[src/rtl/imem_load_ctrl.sv]
// Instruction memory owner: serves 1-cycle registered core fetches in IDLE and
// hands the array to a burst loader (with core stall) during LOAD/DONE.
module imem_load_ctrl #(
    parameter int DEPTH = 16,
    parameter int AW    = 4
) (
    input  logic          clk,
    input  logic          rst,
    input  logic [31:0]   fetch_pc,
    output logic [31:0]   fetch_instr,
    output logic          fetch_valid,
    output logic          core_stall,
    input  logic          ld_start,
    input  logic [AW-1:0] ld_base,
    input  logic [AW:0]   ld_count,
    input  logic [31:0]   ld_data,
    input  logic          ld_valid,
    output logic          ld_ready,
    output logic          ld_busy,
    output logic          ld_done,
    output logic          ld_err
);

    typedef enum logic [1:0] {
        IDLE = 2'd0,
        LOAD = 2'd1,
        DONE = 2'd2
    } state_t;

    state_t        state, state_next;
    logic [31:0]   mem [DEPTH];
    logic [AW-1:0] addr;
    logic [AW:0]   rem;
    logic          count_legal;
    logic          start_ok;
    logic          wr_en;
    logic          pc_in_range;
    logic [AW-1:0] rd_idx;
    logic          unused_pc_lsbs;

    assign count_legal    = (ld_count != '0) && (ld_count <= (AW+1)'(DEPTH));
    assign start_ok       = ld_start && count_legal;
    assign pc_in_range    = (fetch_pc[31:AW+2] == '0);
    assign rd_idx         = fetch_pc[AW+1:2];
    assign unused_pc_lsbs = ^fetch_pc[1:0];
    assign wr_en          = ld_ready && ld_valid;

    always_ff @(posedge clk) begin
        if (rst) state <= IDLE;
        else     state <= state_next;
    end

    always_comb begin
        state_next = state;
        case (state)
            IDLE:    if (start_ok) state_next = LOAD;
            LOAD:    if (ld_valid && rem == (AW+1)'(1)) state_next = DONE;
            DONE:    state_next = IDLE;
            default: state_next = IDLE;
        endcase
    end

    // Decoded straight from the state register, so these change only on clock edges.
    always_comb begin
        core_stall = 1'b0;
        ld_busy    = 1'b0;
        ld_ready   = 1'b0;
        ld_done    = 1'b0;
        case (state)
            LOAD: begin
                core_stall = 1'b1;
                ld_busy    = 1'b1;
                ld_ready   = 1'b1;
            end
            DONE: begin
                core_stall = 1'b1;
                ld_done    = 1'b1;
            end
            default: ;
        endcase
    end

    always_ff @(posedge clk) begin
        if (rst) begin
            addr        <= '0;
            rem         <= '0;
            ld_err      <= 1'b0;
            fetch_instr <= '0;
            fetch_valid <= 1'b0;
        end else begin
            ld_err <= (state == IDLE) && ld_start && !count_legal;
            if (state == IDLE && start_ok) begin
                addr <= ld_base;
                rem  <= ld_count;
            end else if (wr_en) begin
                addr <= addr + 1'b1;
                rem  <= rem - 1'b1;
            end
            // The accepting IDLE cycle already belongs to the load: instr holds, valid drops.
            if (state == IDLE && !start_ok) begin
                fetch_valid <= 1'b1;
                fetch_instr <= pc_in_range ? mem[rd_idx] : '0;
            end else begin
                fetch_valid <= 1'b0;
            end
        end
    end

    always_ff @(posedge clk) begin
        if (wr_en && !rst) mem[addr] <= ld_data;
    end

endmodule

[config.mk]
export PLATFORM = sky130hd
export DESIGN_NAME = imem_load_ctrl
export DESIGN_NICKNAME = d
export VERILOG_FILES = /design/src/rtl/imem_load_ctrl.sv
export SDC_FILE = /design/constraint.sdc
export NUM_CORES = 1
export LEC_CHECK = 0
export BUFFER_PORTS_ARGS = -buffer_cell sky130_fd_sc_hd__buf_2
export CELL_PAD_IN_SITES_DETAIL_PLACEMENT = 1
export CELL_PAD_IN_SITES_GLOBAL_PLACEMENT = 1
export CORE_MARGIN = 4
export CORE_UTILIZATION = 30
export CTS_BUF_LIST = sky130_fd_sc_hd__clkbuf_4 sky130_fd_sc_hd__clkbuf_8
export CTS_CLUSTER_SIZE = 8
export DETAILED_ROUTE_END_ITERATION = 6
export PLACE_DENSITY = 0.58
export SLEW_MARGIN = 20
export SYNTH_ARGS = -nofsm -noshare
export SYNTH_HDL_FRONTEND = slang
export SYNTH_SLANG_ARGS = --single-unit
[constraint.sdc]
create_clock -name clk -period 3.5 [get_ports clk]
set_clock_uncertainty 0.05 [all_clocks]
set_input_delay 0.35 -clock clk [delete_from_list [all_inputs] [get_ports clk]]
set_output_delay 0.35 -clock clk [all_outputs]
set_load 0.02 [all_outputs]
==> metrics.yaml <==
worst_setup_path:
  worst-setup-path-type: "reg -> reg"
  r2r_cells: 7
  cp.arrival_ps: 3000
  timing.rr.end: "mem[7][6]"
  crit_path_start_kind: "flip-flop"
  crit_fanout: 12
  timing.reg2reg.setup_slack_ps: 800
  crit_required_ps: 3800
  end_kind: "flip-flop"
  r2r_start: "state[1]"
  crit_path_end: "mem[7][6]"
  crit_start: "state[1]"
synth:
  async_flop_share_pct: 0
  syn_avg_cell_area_um2: 21.8
  synth_edf_count: 512
  synth_seq_area_share_pct: 76.5
  netlist_area_mm2: 0.0213
  ys.flop_type: "edfxtp_1"
  syn-num-nets: 1062
  ys_types: 39
  yosysWarnings: 0
  synth_cells: 975
  synth-seq-cells: 557
hold_path:
  holdPathStages: 3
  holdCritPathClass: "in -> reg"
timing:
  grt_setup_unrepaired: "false"
  slew_violations: 0
  hold_viol: 0
  fin_crit_sh_pct: 77.1
  tns_ps: 0
  clock.fmax_ghz: 0.371
  maxSlewHeadroom_pct: 51.5
  tightest_slew_ps: 726
  setup_viol: 0
  holdWs_ps: 166
  fin_crit_ps: 2700
route:
  dr_total_vias: 10500
  route.detailed.vias_per_inst: 4.67
  drtIter0Drc: 698
  drc_errors: 0
  routed_wl_mm: 50.2
  dr.pass1.iters: 5
  wl_per_cell_um: 22.4
  ant_nets: 0
clock_tree:
  htree_levels: 3
  numCtsBuffers: 95
  cts.sinks: 557
  clk_pin_slew_ps: 60
  cts_tree: "done"
  cts_resized: 0
  cts_root_buf: "clkbuf_8"
  post_cts_buffers: 0
  clk_latency_ps: 670
  clk_path_buf_depth: 3
  cts-hold-fix-buffers: 54
die:
  fp.dieArea_mm2: 0.0753
  die_y_um: 274
  core-area_mm2: 0.0701
  io-pin-count: 115
  start_util_pct: 30.3
  num_rows: 97
  die_w_um: 274
placed_design:
  hpwl_mm: 27.0
  placedCellCount: 2011
  port_buffers: 112
  place_congestion: 0.686
global_routing:
  grt_max_degree: 49
  grt_pass1_wl_mm: 74.5
  grt_overflow_total: 0
  first_global_vias: 11700
  grtUsageTotal_pct: 13.4
  antenna_found_initial: 4
power_and_ir_drop:
  p_seq_share_pct: 52.4
  p_leak_nw: 8.55
  p_comb_share_pct: 5.6
  p_total_mw: 14.0
  clkPwrFrac_pct: 42.0
  switching_share_pct: 21.6
  powerDensity_mw_per_mm2: 540
  p_int_mw: 11.0
  vdd_drop_max_mv: 0.256
  switching_power_mw: 3.04
cells_and_area:
  drive_gt1_share_pct: 39.8
  regArea_mm2: 0.0163
  multi_input_area_mm2: 0.00486
  mostFrequentLayoutCell: "edfxtp_1"
  final-instance-count-excl-fill: 2242
  final_nets: 1309
  fillers: 6965
  area_growth_pct: 22.1
  mostFrequentLayoutCells: "edfxtp_1 (512), mux4_2 (128), buf_2 (109)"
job:
  maxCapViolations: 0
status:
  outcome: "completed"
## worst min path at each step
stage                   startpoint        endpoint  slack [ps]
floorplan               ld_data[0]       mem[0][0]         400
finish                 fetch_pc[4]  fetch_instr[7]         170
global route           fetch_pc[4]  fetch_instr[7]         140
CTS                    fetch_pc[4]  fetch_instr[7]         100
global placement    fetch_instr[5]  fetch_instr[5]         420
detailed placement  fetch_instr[1]  fetch_instr[1]         420
## power groups by stage
stage	clock, mW	sequential, mW	combinational, mW
finish	5.90	7.36	0.787
floorplan	0	7.48	0.452
CTS	6.10	7.36	0.805
detailed placement	0	7.49	0.737
global route	6.44	7.36	0.860
global placement	0	7.49	0.718
## cell type report
| type | count | share of cell area [%] |
|---|---|---|
| Timing Repair Buffer | 203 | 6.56 |
| Clock buffer | 148 | 6.78 |
| Sequential cell | 557 | 62.6 |
| Clock inverter | 27 | 0.698 |
| Tap cell | 940 | 4.52 |
| Multi-Input combinational cell | 358 | 18.7 |
| Antenna cell | 2 | 0.0193 |
| Inverter | 7 | 0.101 |
## per-stage QoR
stage / utilization, % / setup WS [ps] / cell area [um2]
floorplan: - / 414 / 21300
global placement: 33.5 / 775 / 23500
detailed placement: 33.5 / 749 / 23500
CTS: 37.0 / 725 / 26000
global route: 37.0 / 542 / 26000
finish: 37.1 / 802 / 26000
## state kept, by name, summed over array words and instances (netlist names)
register     flops
ld_err           1
fetch_valid      1
addr             4
state            2
mem            512
fetch_instr     32
rem              5
## metal layers
layer / global-route usage (%) / vias up / share of wire [%]
met4: 4.29 / 4 / 1.9
met3: 3.23 / 70 / 5.3
met2: 21.6 / 241 / 48
met5: 0 / - / 0.054
li1: - / 4592 / -
met1: 18.0 / 5572 / 44
## Yosys cell counts, types with 2 or more instances
master    count  area, um2
mux2i_1      34        340
a221o_2      24        270
dfxtp_1      45        901
a221o_1       6       60.1
buf_6         3       33.8
a21oi_1       4       20.0
edfxtp_1    512      15400
a22o_1        2       17.5
xor2_1        4       35.0
nand4b_1      2       17.5
nor2_1       54        203
a211oi_1     10       75.1
ha_1         10        125
nand2_1      12       45.0
nand2b_1      3       18.8
nor2b_1       2       12.5
buf_1         3       11.3
nor4_1        7       43.8
clkbuf_1     24       90.1
buf_4         6       45.0
and2_1        2       12.5
xnor2_1       4       35.0
inv_1         7       26.3
nand3_1       3       15.0
nor3_1        5       25.0
mux4_2      128       2880
mux2_2       30        338
nand4_1       2       12.5
buf_2        17       85.1
## cells by family (layout without fill, tap and decap cells)
group           count (synthesis)  after routing  share of synthesized area [%]
other cells                     0              2                              0
xor+xnor                        8              8                          0.329
compound gates                 50             50                           2.22
flops                         557            557                           76.5
fa+ha+maj                      10             10                          0.588
mux                           193            193                           16.8
simple gates                   97             97                           2.22
buf+inv                        60            385                           1.37
## critical path, stage by stage, from the launching register on
cell and delay (ps):
dfxtp_1 310, inv_1 110, ha_1 290, nand2_1 170, nor2_1 250, nand2_1 290
nor2_4 640, buf_12 250
No activity file was read; power rests on OpenSTA's default activity.
